File: config.mk
export PLATFORM = sky130hd
export DESIGN_NAME = moore_color_sequencer
export DESIGN_NICKNAME = d
export VERILOG_FILES = /design/src/rtl/moore_seq_pkg.sv /design/src/rtl/moore_color_sequencer_dwell_timer.sv /design/src/rtl/moore_color_sequencer.sv
export SDC_FILE = /design/constraint.sdc
export NUM_CORES = 1
export LEC_CHECK = 0
export ABC_CLOCK_PERIOD_IN_PS = 2000
export CAP_MARGIN = 20
export CORE_AREA = 2 2 39 41
export DETAILED_ROUTE_END_ITERATION = 10
export DIE_AREA = 0 0 41 43
export PLACE_DENSITY = 0.73
export SETUP_SLACK_MARGIN = 0.3
export SLEW_MARGIN = 20
export SYNTH_ARGS = -nofsm -noshare
export SYNTH_HDL_FRONTEND = slang
export SYNTH_HIERARCHICAL = 1
export SYNTH_SLANG_ARGS = --single-unit
export TNS_END_PERCENT = 10
File: constraint.sdc
create_clock -name clk -period 2 [get_ports clk]
set_input_delay 0.5 -clock clk [delete_from_list [all_inputs] [get_ports clk]]
set_output_delay 0.5 -clock clk [all_outputs]
set_load 0.01 [all_outputs]
File: src/rtl/moore_seq_pkg.sv
// Shared types and helpers for the Moore colour sequencer.
// Mode encodings follow the 2-bit board switch code directly.
package moore_seq_pkg;

  typedef enum logic [1:0] {
    MODE_OFF  = 2'b00,
    MODE_FWD  = 2'b01,
    MODE_REV  = 2'b10,
    MODE_HOLD = 2'b11
  } mode_e;

  function automatic int clog2_min1(input int n);
    return (n < 2) ? 1 : $clog2(n);
  endfunction

  function automatic logic is_run(input mode_e m);
    return (m == MODE_FWD) || (m == MODE_REV);
  endfunction

endpackage

File: src/rtl/moore_color_sequencer_dwell_timer.sv
// Dwell timer: counts 0..DWELL_CYCLES-1 while enabled.
// tick is decoded from the count register only.
module seq_dwell_timer
  import moore_seq_pkg::*;
#(
  parameter int DWELL_CYCLES = 4
) (
  input  logic clk,
  input  logic reset,
  input  logic clear,
  input  logic enable,
  output logic tick
);

  localparam int CNT_W = clog2_min1(DWELL_CYCLES);
  localparam logic [CNT_W-1:0] TERM =
    CNT_W'(DWELL_CYCLES - 1);

  logic [CNT_W-1:0] cnt_q;

  assign tick = (cnt_q == TERM);

  always_ff @(posedge clk or negedge reset) begin
    if (!reset) begin
      cnt_q <= '0;
    end else if (clear) begin
      cnt_q <= '0;
    end else if (enable) begin
      cnt_q <= tick ? '0 : cnt_q + CNT_W'(1);
    end
  end

endmodule

File: src/rtl/moore_color_sequencer.sv
// Moore colour sequencer: one-hot LED drive stepped by mode and dwell.
// Define MOORE_SEQ_SW_SYNC_EN to add a 2-flop synchroniser on sw.
module moore_color_sequencer
  import moore_seq_pkg::*;
#(
  parameter  int NUM_COLORS   = 3,
  parameter  int DWELL_CYCLES = 4,
  localparam int IDX_W        = clog2_min1(NUM_COLORS)
) (
  input  logic                  clk,
  input  logic                  reset,
  input  logic [1:0]            sw,
  output logic [NUM_COLORS-1:0] color_oh,
  output logic [IDX_W-1:0]      color_idx,
  output logic                  active,
  output logic                  wrap
);

  localparam logic [IDX_W-1:0] LAST = IDX_W'(NUM_COLORS - 1);

  logic [1:0]       sw_s;
  mode_e            mode_q, mode_nxt;
  logic [IDX_W-1:0] idx_q, idx_nxt;
  logic             wrap_q, wrap_nxt;
  logic             dwell_clr, dwell_en, tick;

`ifdef MOORE_SEQ_SW_SYNC_EN
  logic [1:0] sync1_q, sync2_q;

  always_ff @(posedge clk or negedge reset) begin
    if (!reset) begin
      sync1_q <= 2'b00;
      sync2_q <= 2'b00;
    end else begin
      sync1_q <= sw;
      sync2_q <= sync1_q;
    end
  end

  assign sw_s = sync2_q;
`else
  assign sw_s = sw;
`endif

  always_comb begin
    mode_nxt = MODE_OFF;
    unique case (sw_s)
      2'b01:   mode_nxt = MODE_FWD;
      2'b10:   mode_nxt = MODE_REV;
      2'b11:   mode_nxt = MODE_HOLD;
      default: mode_nxt = MODE_OFF;
    endcase
  end

  seq_dwell_timer #(
    .DWELL_CYCLES (DWELL_CYCLES)
  ) u_dwell (
    .clk    (clk),
    .reset  (reset),
    .clear  (dwell_clr),
    .enable (dwell_en),
    .tick   (tick)
  );

  // Count only while the mode is steady in a run direction.
  always_comb begin
    idx_nxt   = idx_q;
    wrap_nxt  = 1'b0;
    dwell_clr = 1'b0;
    dwell_en  = 1'b0;
    if (mode_q == MODE_OFF || mode_nxt == MODE_OFF) begin
      idx_nxt   = '0;
      dwell_clr = 1'b1;
    end else if (is_run(mode_q) && is_run(mode_nxt)
                 && mode_q != mode_nxt) begin
      dwell_clr = 1'b1;
    end else if (is_run(mode_q) && mode_nxt == mode_q) begin
      dwell_en = 1'b1;
      if (tick) begin
        unique case (1'b1)
          (mode_q == MODE_FWD): begin
            if (idx_q == LAST) begin
              idx_nxt  = '0;
              wrap_nxt = 1'b1;
            end else begin
              idx_nxt = idx_q + IDX_W'(1);
            end
          end
          (mode_q == MODE_REV): begin
            if (idx_q == '0) begin
              idx_nxt  = LAST;
              wrap_nxt = 1'b1;
            end else begin
              idx_nxt = idx_q - IDX_W'(1);
            end
          end
          default: ;
        endcase
      end
    end
  end

  always_ff @(posedge clk or negedge reset) begin
    if (!reset) begin
      mode_q <= MODE_OFF;
      idx_q  <= '0;
      wrap_q <= 1'b0;
    end else begin
      mode_q <= mode_nxt;
      idx_q  <= idx_nxt;
      wrap_q <= wrap_nxt;
    end
  end

  assign active    = (mode_q != MODE_OFF);
  assign color_idx = idx_q;
  assign wrap      = wrap_q;
  assign color_oh  = active
                   ? (NUM_COLORS'(1) << idx_q)
                   : '0;

endmodule

Word level (Yosys, flattened, before mapping)

Index checks and enable logic that the tools add are counted.
Widths: inputs -> output; s select.

Word-level logic and storage cells: 59
Register bits: 7

Equal/unequal tests: 12
Mux-type cells: 24
Reductions and logical operators: 15
Shift operators: 1
$add $sub $neg: 3

Operator list:

| operator            | number |
|---|---|
| $mux 2              | 9 |
| $eq 2x2->1 const B  | 6 |
| $mux 1              | 11 |
| $reduce_bool 2->1   | 4 |
| $eq 2x1->1 const B  | 3 |
| $logic_not 2->1     | 3 |
| $pmux 2 s3          | 1 |
| $add 2x1->2 const B | 2 |
| $pmux 2 s2          | 1 |
| $reduce_and 4->1    | 1 |
| $logic_and 1x1->1   | 3 |
| $logic_or 1x1->1    | 3 |
| $mux 3              | 1 |
| $reduce_bool 3->1   | 1 |
| $shl 1x2->3 const A | 1 |
| $eq 2x2->1          | 1 |
| $ne 2x2->1          | 1 |
| $ne 2x2->1 const B  | 1 |
| $pmux 1 s2          | 1 |
| $sub 2x1->2 const B | 1 |

Depth between registers and ports, before layout

Gate-level depths: netlist (run 1).

Depth in word-level cells: 10
Mapped depth: 7
Mapped depth without buffers: 7

By module

Netlist (run 1), hierarchy kept.

Modules (own cells, without submodules):

| module                | times used | seq. area each (um2) | cells each | area each (um2) |
|---|---|---|---|---|
| moore_color_sequencer | 1          | 125.1                | 47         | 489.2 |
| seq_dwell_timer       | 1          | 50.0                 | 8          | 100.1 |

Least setup slack after synthesis (run 1)

No wires, ideal clock.

Path type: input port to flip-flop
From: input sw[0]
To: register u_dwell.cnt_q[0]
Setup time: 0.073 ns
Cell stages on the path: 7
Path slack: 0.137 ns
Arrival time: 1.790 ns
Path buffers: 0
Required time: 1.927 ns
Path through: inv_1 -> ha_1 -> o21bai_4 -> xnor2_2 -> and4_1 -> or3b_1 -> a21oi_2

Longest elaborated chain between the ends: 9

Ends and longest elaborated chain:

| item                                     | RTL line                                | text |
|---|---|---|
| start: declaration                       | moore_color_sequencer.sv:12             | `input logic [1:0] sw,` |
| $eq 2x2->1 or $eq 2x1->1 (tied branches) | moore_color_sequencer.sv:47             | `unique case (sw_s)` |
| $pmux 2 s3 (*)                           | moore_color_sequencer.sv:47             |  |
| $eq 2x1->1 or $eq 2x2->1 (tied branches) | moore_seq_pkg.sv:17                     | `return (m == MODE_FWD) \|\| (m == MODE_REV);` |
| $logic_or 1x1->1                         | moore_seq_pkg.sv:17                     |  |
| $logic_and 1x1->1                        | moore_color_sequencer.sv:74             | `end else if (is_run(mode_q) && is_run(mode_nxt)` |
| $logic_and 1x1->1                        | moore_color_sequencer.sv:75             | `&& mode_q != mode_nxt) begin` |
| $mux 1                                   | moore_color_sequencer.sv:74             |  |
| $mux 1 (*)                               | moore_color_sequencer.sv:71             | `if (mode_q == MODE_OFF \|\| mode_nxt == MODE_OFF) begin` |
| via dwell_en                             | moore_color_sequencer.sv:25             | `logic dwell_clr, dwell_en, tick;` |
| $reduce_bool 2->1 (no line) (*)          | -                                       |  |
| end signal: assignment                   | moore_color_sequencer_dwell_timer.sv:29 | `cnt_q <= tick ? '0 : cnt_q + CNT_W'(1);` |
| end: declaration                         | moore_color_sequencer_dwell_timer.sv:19 | `logic [CNT_W-1:0] cnt_q;` |

Mark *: on every way through the listed nets, which the timed path passes. The rest lies on a longest branch.
A chain may end at the register's enable or synchronous reset.

Worst setup path after layout (run 1)

From: register mode_q[0]
To: output active

Longest elaborated chain between the ends: 1

Ends and longest elaborated chain:

| item                     | RTL line                     | text |
|---|---|---|
| start: declaration       | moore_color_sequencer.sv:22  | `mode_e mode_q, mode_nxt;` |
| start signal: assignment | moore_color_sequencer.sv:109 | `mode_q <= mode_nxt;` |
| $reduce_bool 2->1        | moore_color_sequencer.sv:115 | `assign active = (mode_q != MODE_OFF);` |
| end: declaration         | moore_color_sequencer.sv:15  | `output logic active,` |

Every way passes these cells.

==> out/metrics.csv, run 1 <==
metric,value,unit
RSZ-0062 raised after global routing,yes,
Net Sw Power,0.000117,W
Hold Crit Class,primary input to async pin,
status,finished clean,
final period utilization,0.875,
pin count of the biggest net entering global routing,8,
post-route minimum period,1750,ps
Reg-to-Reg Start,mode_q[0],
leakage,0.410,nW
Iteration-0 DRC Markers,5,
Combinational Power Share,0.300,
Slew @ Worst Pin,334,ps
fillers,124,
width of the die,41,um
fraction of layout cells with a size suffix above 1,0.468,
sequential power share,0.371,
initial antenna violation count,0,
Syn-to-layout area delta,45.6,%
Ant. Diodes,0,
post-synthesis sequential area ratio,0.297,
CTS root buf,clkbuf_4,
CP max stage cell,dfrtp_1,
clk buf depth,2,
Die H,43,um
NumNets Final,96,
remaining global-route overflow,0,
number of remaining DRC errors,0,
Yosys top cell by area,dfrtp_1,
kind of critical path,flop to output pin,
Setup Skew,3.44,ps
highest clock rate,0.571,GHz
dominant synthesized flop cell,dfrtp_1,
Fin. Hold Viols,0,
Final HPWL DP,865,um
async set-reset flop share out of synthesis,1.00,
final instance area,858,sq um
Max-slew headroom,0.776,
Final ANT Viol Nets,0,
Rows,14,
area of the die,1760,sq um
Clock Latency Late Sink,250,ps
Sw Ratio,0.290,
CP Buf/Inv Count,3,
I/O pin count,11,
crit path from,mode_q[0],
vias in the first global route,489,
worst setup path end,active,
critical path peak fanout,6,
CTS tree,yes,
Placed Area,800,sq um
fin. max-slew vios,0,
Mean Syn Cell Area,10.7,sq um
Multi-input gate area,434,sq um
Synth area leaders,"dfrtp_1 (30%), ha_1 (25%), mux2i_1 (5.1%), inv_1 (5.1%), xnor2_4 (4.7%)",
Syn. warnings,6,
top-area cell type share of the netlist area,0.297,
internal reg-to-reg setup slack,500,ps
Routed wire per std cell,12.0,um
CP most frequent cell,inv_1,
"Clk pin slew, worst setup/hold paths",60,ps
Commonest cells post-synth,"ha_1 (12), inv_1 (8), dfrtp_1 (7)",
Critical Path End Type,output pin,
synth unique cells,22,
Detailed Routing Iterations Pass 1,4,
clock sinks,7,
crit-path cells,"inv_1, ha_4, inv_1, dlygate4sd2_1",
"CP delay by family, top",buffers and inverters,
number of CTS-inserted buffers,3,
Clk network pwr share,0.329,
CP required,1500,ps
setup violators final,0,
Tot GR Track Use,0.172,
worst flop-to-flop path endpoint,u_dwell/cnt_q[0],
syn_nets,71,
storage element area,175,sq um
Crit. path cell count,4,
routability cong.,0.739,
Post-Syn Instances,55,
Worst Reg-to-Reg Cells,6,
drt total wl,1140,um
Final Core Density,0.620,
PwrDens,469,nW/um^2
Post-synth EDFFs,0,
via count,467,
startpoint types,flop,
cell with the most instances after synthesis,ha_1,
max cap viols,0,
CP peak stage delay,380,ps
Cell Int Power,0.000286,W
"flops & latches, synth",7,
critical path arrival,1250,ps
I/O Buffers,10,
Clock H-tree levels,1,
first-pass GRT wire length,1960,um
Core Footprint,1380,sq um
Initial Utilization,0.426,
Mapped Area,589,sq um
Peak VDD IR,0.244,mV
Via density,4.92,
-- registers in the layout, summed over array words and instances (netlist names) --
| register | count |
|---|---|
| color_idx | 2 |
| mode_q | 2 |
| u_dwell/cnt_q | 2 |
| wrap | 1 |
-- timing repair --
action | 4_1_cts | 5_1_grt
pin swaps | 4 | 1
gates cloned | 0 | 0
hold buffers | 0 | 0
setup endpoints to repair | 11 | 8
resized for setup | 30 | 2
buffers inserted | 3 | 0
-- layout by cell type (no fill, tap or decap), types with 3 or more instances in the layout --
| cell type | Yosys | final |
|---|---|---|
| ha_4 | 0 | 3 |
| mux2i_1 | 3 | 3 |
| dfrtp_1 | 7 | 7 |
| ha_2 | 0 | 4 |
| inv_1 | 8 | 3 |
| buf_2 | 0 | 5 |
| clkdlybuf4s50_1 | 0 | 4 |
| buf_4 | 0 | 9 |
| clkbuf_4 | 0 | 3 |
| nand2_1 | 5 | 5 |
| nor2b_1 | 3 | 3 |
| inv_2 | 0 | 3 |
| ha_1 | 12 | 5 |
-- kinds of logic (layout without fill, tap and decap cells) --
family                     Yosys count  in the layout  share of synthesized area
DFF                                  7              7                      0.297
muxes                                4              4                     0.0701
and+or+nand+nor                     16             16                      0.149
adders and majority gates           12             12                      0.255
AOI/OAI and AO/OA                    6              6                      0.104
buffers and inverters                8             32                     0.0510
xor gates and xnor gates             2              2                     0.0743
-- area by class of cell --
| class | count | area share |
|---|---|---|
| clock buffers | 4 | 0.0306 |
| inverters | 8 | 0.0583 |
| multi-input cells | 40 | 0.506 |
| flip-flops and latches | 7 | 0.204 |
| well taps | 16 | 0.0233 |
| repair buffers | 20 | 0.178 |
-- power by group through the flow --
stage | clock network, W | registers (W) | logic (W)
3_3_place_gp | 0 | 0.000151 | 0.000115
4_1_cts | 0.000136 | 0.000149 | 0.000121
6_report | 0.000133 | 0.000149 | 0.000121
2_1_floorplan | 0 | 0.000153 | 0.0000660
3_5_place_dp | 0 | 0.000151 | 0.000118
5_1_grt | 0.000142 | 0.000150 | 0.000131
-- how the worst min path moves through the flow --
stage          slack (ps)               end
3_5_place_dp          530  u_dwell/cnt_q[1]
3_3_place_gp          510  u_dwell/cnt_q[1]
2_1_floorplan         200      color_idx[0]
4_1_cts               520      color_idx[0]
6_report              510      color_idx[0]
5_1_grt               550      color_idx[0]
-- stage by stage --
step / cells / hold slack, ps / total power, W / setup TNS (ps) / setup WS, ps
2_1_floorplan: 55 / 204 / 0.000219 / 0 / 192
3_3_place_gp: 88 / 509 / 0.000266 / -1410 / -421
3_5_place_dp: 88 / 526 / 0.000269 / -1620 / -472
4_1_cts: 95 / 522 / 0.000407 / 0 / 213
5_1_grt: 95 / 545 / 0.000424 / 0 / 196
6_report: 95 / 509 / 0.000403 / 0 / 250
-- layer usage --
layer,vias to the layer above,part of all wire,global-route usage
li1,232,-,-
met1,223,0.36,0.167
met2,10,0.60,0.306
met3,2,0.030,0.0471
met4,0,0.011,0.0800
met5,-,0,0
-- worst reg2reg max path, cell delays in order, from the launching register on --
cell	delay [ps]
dfrtp_1	350
inv_1	90
ha_4	190
nor2_2	110
and4_1	210
or3b_1	360
a21oi_2	120
No activity file was read; power rests on OpenSTA's default activity.
==> run 2, diff against run 1 <==
--- a/config.mk
+++ b/config.mk
@@ -10,7 +10,8 @@
 export CORE_AREA = 2 2 39 41
 export DETAILED_ROUTE_END_ITERATION = 10
 export DIE_AREA = 0 0 41 43
-export PLACE_DENSITY = 0.73
+export DONT_BUFFER_PORTS = 1
+export PLACE_DENSITY = 0.63
 export SETUP_SLACK_MARGIN = 0.3
 export SLEW_MARGIN = 20
 export SYNTH_ARGS = -nofsm -noshare
==> run 2 against run 1 <==
Against the previous run:
- die area is the same
- clock skew down 3.0 ps
- combinational power is 17% lower
- critical path depth shrank 1
- core utilization decreased by 8.5 points
- clock power decreased by 5%
- flip-flop and latch count is the same
- maximum frequency grew 5.2%
- non-clock buffer count shrank 17
- register-to-register slack got worse by 110 ps
- design area down 14%
- sequential power barely moved
- critical endpoint is now color_oh[0]
==> out/metrics.csv, run 2 (same netlist as run 1, synthesis figures left out) <==
metric,value,unit
via count,405,
clk buf depth,2,
"Clk pin slew, worst setup/hold paths",50,ps
CTS tree,yes,
Peak VDD IR,0.317,mV
startpoint types,flop,
hold path cells,2,
crit-path cells,"inv_1, ha_1, nor2b_2",
CP Buf/Inv Count,1,
leakage,0.335,nW
worst flop-to-flop path endpoint,u_dwell/cnt_q[0],
number of remaining DRC errors,0,
Hold Crit Class,primary input to flop,
Via density,5.19,
final period utilization,0.832,
setup violators final,0,
Net Sw Power,0.000104,W
number of CTS-inserted buffers,3,
I/O Buffers,0,
"commonest cells after routing, fill and taps aside","ha_1 (7), nand2_1 (5), dfrtp_1 (5)",
post-route minimum period,1660,ps
routability cong.,0.755,
Crit. path cell count,3,
Routed wire per std cell,13.4,um
Final ANT Viol Nets,0,
highest clock rate,0.601,GHz
pin count of the biggest net entering global routing,8,
Hold Startpoint,sw[0],
max cap viols,0,
drt total wl,1050,um
kind of critical path,flop to output pin,
Clock Latency Late Sink,250,ps
I/O pin count,11,
status,finished clean,
Reg-to-Reg Start,mode_q[1],
CP required,1500,ps
Detailed Routing Iterations Pass 1,2,
worst hold endpoint,mode_q[0],
CTS root buf,clkbuf_4,
Fin. Hold Viols,0,
width of the die,41,um
setup TNS,0,ps
Core Footprint,1380,sq um
critical path arrival,1160,ps
Final Core Density,0.535,
fraction of layout cells with a size suffix above 1,0.419,
NumNets Final,79,
Cell Int Power,0.000274,W
fin. max-slew vios,0,
Sw Ratio,0.276,
worst hold margin,480,ps
Clk network pwr share,0.336,
RSZ-0062 raised after global routing,yes,
Clock H-tree levels,1,
Combinational Power Share,0.268,
area of the die,1760,sq um
Ant. Diodes,0,
Iteration-0 DRC Markers,6,
remaining global-route overflow,0,
internal reg-to-reg setup slack,390,ps
"CP delay by family, top",flip-flops,
setup bufs post-CTS,0,
Final HPWL DP,835,um
Die H,43,um
CP peak stage delay,440,ps
Max-slew headroom,0.779,
Syn-to-layout area delta,25.7,%
Tot GR Track Use,0.144,
PwrDens,510,nW/um^2
CP max stage cell,dfrtp_2,
Rows,14,
sequential power share,0.397,
Critical Path End Type,output pin,
vias in the first global route,406,
Setup Skew,0.455,ps
Worst Reg-to-Reg Cells,6,
critical path peak fanout,4,
initial antenna violation count,0,
first-pass GRT wire length,1650,um
Slew @ Worst Pin,330,ps
Initial Utilization,0.426,
clock sinks,7,
"commonest non-fill, non-tap cell in the layout",ha_1,
## run 2: changes by cell type in the layout (fill, tap and decap cells not counted), sizes merged
cell,previous run,this run
dlygate4sd3,0,1
clkdlybuf4s50,4,0
dlygate4sd2,1,0
buf,15,2
## run 2: what timing repair did
item,CTS,global route
pin swaps,0,0
endpoints found under the hold margin,7,0
resized for setup,8,6
gates cloned,0,0
setup endpoints to repair,5,4
hold buffers,1,0
## run 2: layer usage
metal	GRT usage	vias to the layer above	wire (um)
met4	0.0200	0	0
met1	0.146	201	401
met5	0	-	0
met3	0.0838	0	50
li1	-	194	-
met2	0.247	10	595
## run 2: cell type report
class | instances | area (sq um)
timing repair buffer | 3 | 25.0
inverter | 8 | 50.0
clock buffer | 4 | 26.3
sequential | 7 | 178
multi-input combinational | 40 | 442
fill | 132 | 643
tap | 16 | 20.0
## run 2: through the flow
step | total power (W) | worst slack [ps] | instance area, sq um | instances
3_3_place_gp | 0.000235 | 203 | 662 | 73
6_report | 0.000378 | 336 | 741 | 78
3_5_place_dp | 0.000237 | 174 | 662 | 73
2_1_floorplan | 0.000219 | 192 | 627 | 55
5_1_grt | 0.000399 | 268 | 741 | 78
4_1_cts | 0.000382 | 286 | 729 | 78
## run 2: power groups by stage
stage	sequential, W	clock (W)	combinational, W
2_1_floorplan	0.000153	0	0.0000660
6_report	0.000150	0.000127	0.000101
3_3_place_gp	0.000152	0	0.0000825
5_1_grt	0.000150	0.000139	0.000110
4_1_cts	0.000150	0.000132	0.000101
3_5_place_dp	0.000152	0	0.0000848
## run 2: how the worst max path moves through the flow
| stage | startpoint | endpoint | slack, ps |
|---|---|---|---|
| after floorplan | sw[1] | u_dwell/cnt_q[0] | 190 |
| after global placement | sw[1] | u_dwell/cnt_q[0] | 200 |
| after detailed placement | sw[1] | u_dwell/cnt_q[0] | 170 |
| after CTS | color_idx[1] | color_oh[1] | 290 |
| after global routing | color_idx[1] | color_oh[1] | 270 |
| final | color_idx[1] | color_oh[0] | 340 |
==> run 3, diff against run 2 <==
--- a/config.mk
+++ b/config.mk
@@ -5,7 +5,7 @@
 export SDC_FILE = /design/constraint.sdc
 export NUM_CORES = 1
 export LEC_CHECK = 0
-export ABC_CLOCK_PERIOD_IN_PS = 2000
+export ABC_CLOCK_PERIOD_IN_PS = 1550
 export CAP_MARGIN = 20
 export CORE_AREA = 2 2 39 41
 export DETAILED_ROUTE_END_ITERATION = 10
==> constraint.sdc (replaced) <==
create_clock -name clk -period 1.55 [get_ports clk]
set_input_delay 0.3875 -clock clk [delete_from_list [all_inputs] [get_ports clk]]
set_output_delay 0.3875 -clock clk [all_outputs]
set_load 0.01 [all_outputs]
==> run 3 against run 2 <==
Against the previous run:
- sequential share of layout area is 3.1 points lower
- design area is 16% higher
- clock power is 26% higher
- first-iteration DRC count is 33% lower
- highest routed layer unchanged
- wire length is 0.67% higher
==> out/metrics.csv, run 3 (same netlist as run 1, synthesis figures left out) <==
metric,value,unit
status,finished clean,
CP max stage cell,dfrtp_2,
Peak VDD IR,0.369,mV
Critical Path End Type,output pin,
Final HPWL DP,821,um
CP required,1160,ps
Hold Crit Class,primary input to flop,
critical path arrival,1120,ps
power consumption,0.000506,W
setup violators final,0,
drt total wl,1050,um
Net Sw Power,0.000134,W
Sw Ratio,0.264,
"commonest non-fill, non-tap cell in the layout",buf_4,
RSZ-0062 raised after global routing,yes,
Tot GR Track Use,0.146,
final period utilization,0.976,
Combinational Power Share,0.301,
Clock Latency Late Sink,250,ps
width of the die,41,um
CP peak stage delay,470,ps
routability cong.,0.759,
first-pass GRT wire length,1710,um
Ant. Diodes,0,
startpoint types,flop,
Core Footprint,1380,sq um
Slew @ Worst Pin,304,ps
area of the die,1760,sq um
Iteration-0 DRC Markers,4,
Detailed Routing Iterations Pass 1,4,
fillers,121,
Routed wire per std cell,12.1,um
CTS tree,yes,
clock sinks,7,
I/O pin count,11,
Final ANT Viol Nets,0,
critical path peak fanout,4,
Die H,43,um
NumNets Final,88,
kind of critical path,flop to output pin,
setup TNS,0,ps
"Clk pin slew, worst setup/hold paths",50,ps
sequential power share,0.383,
Cell Int Power,0.000373,W
leakage,0.396,nW
fraction of layout cells with a size suffix above 1,0.549,
"commonest cells after routing, fill and taps aside","buf_4 (9), ha_1 (6), nand2_1 (5), ha_4 (5), dfrtp_1 (4)",
Clk network pwr share,0.316,
initial antenna violation count,0,
CP Buf/Inv Count,1,
fin. max-slew vios,0,
max cap viols,0,
pin count of the biggest net entering global routing,8,
Fin. Hold Viols,0,
final setup margin,37.7,ps
Via density,4.95,
remaining global-route overflow,0,
crit-path cells,"inv_4, ha_4, nor2b_4",
"CP delay by family, top",flip-flops,
Syn-to-layout area delta,45.4,%
I/O Buffers,0,
Final Core Density,0.619,
Max-slew headroom,0.797,
CTS root buf,clkbuf_4,
vias in the first global route,450,
via count,431,
clk buf depth,2,
Setup Skew,3.45,ps
highest clock rate,0.661,GHz
PwrDens,591,nW/um^2
number of CTS-inserted buffers,3,
post-route minimum period,1510,ps
Clock H-tree levels,1,
Rows,14,
number of remaining DRC errors,0,
Initial Utilization,0.426,
"worst slack, placed",-131,ps
[run 3: cell types whose count changed in the layout (fill, tap and decap cells not counted), moves of 2 or more]
cell	previous run	this run
inv_4	0	2
ha_4	2	5
buf_4	2	9
ha_2	3	1
buf_6	0	2
[run 3: cell type report]
| cell class | count | area [sq um] | area share |
|---|---|---|---|
| Clock buffer | 4 | 26.3 | 0.0307 |
| Inverter | 8 | 55.1 | 0.0642 |
| Multi-Input combinational cell | 40 | 477 | 0.556 |
| Sequential cell | 7 | 179 | 0.209 |
| Tap cell | 16 | 20.0 | 0.0234 |
| Timing Repair Buffer | 12 | 100 | 0.117 |
[run 3: layer usage]
metal  vias up  routed length [um]  global-route usage
met4         0                   0              0.0200
met1       202                 395               0.139
met5         -                   0                   0
li1        217                   -                   -
met2        12                 597               0.263
met3         0                  60              0.0785
[run 3: worst reg2reg max path, stage by stage, from the launching register on]
cell and delay (ps):
dfrtp_2 410, buf_6 130, xnor2_4 180, and4_1 230, or3b_4 380, a21oi_2 120
[run 3: power by group through the flow]
stage                     Sequential (W)  Clock, W  Combinational (W)
after global routing            0.000194  0.000177           0.000167
after CTS                       0.000194  0.000169           0.000145
final                           0.000194  0.000160           0.000152
after floorplan                 0.000198         0          0.0000851
after detailed placement        0.000197         0           0.000125
after global placement          0.000196         0           0.000124
[run 3: final timing paths]
check                           slack (ps)  depth (start not counted)               end        startpoint
worst max-delay path                    40                          3       color_oh[0]      color_idx[1]
worst min-delay path                   370                          2         mode_q[0]             sw[0]
worst max register to register          40                          5  u_dwell/cnt_q[0]         mode_q[0]
worst min register to register         540                          2  u_dwell/cnt_q[1]  u_dwell/cnt_q[1]
max in group asynchronous              840                          1         mode_q[0]             reset
min in group asynchronous              460                          1              wrap             reset
[run 3: what timing repair did]
item | in CTS | in global routing
pin swaps | 5 | 5
endpoints found under the setup margin | 9 | 9
hold endpoints to repair | 7 | 0
gates resized for setup | 22 | 2
setup buffers | 3 | 1
hold buffers | 1 | 0
[run 3: through the flow]
step / hold WS [ps] / instances / area (sq um)
floorplan: 91.9 / 55 / 628
global placement: 92.0 / 78 / 701
detailed placement: 92.0 / 78 / 701
CTS: 364 / 86 / 843
global route: 376 / 87 / 857
finish: 371 / 87 / 857
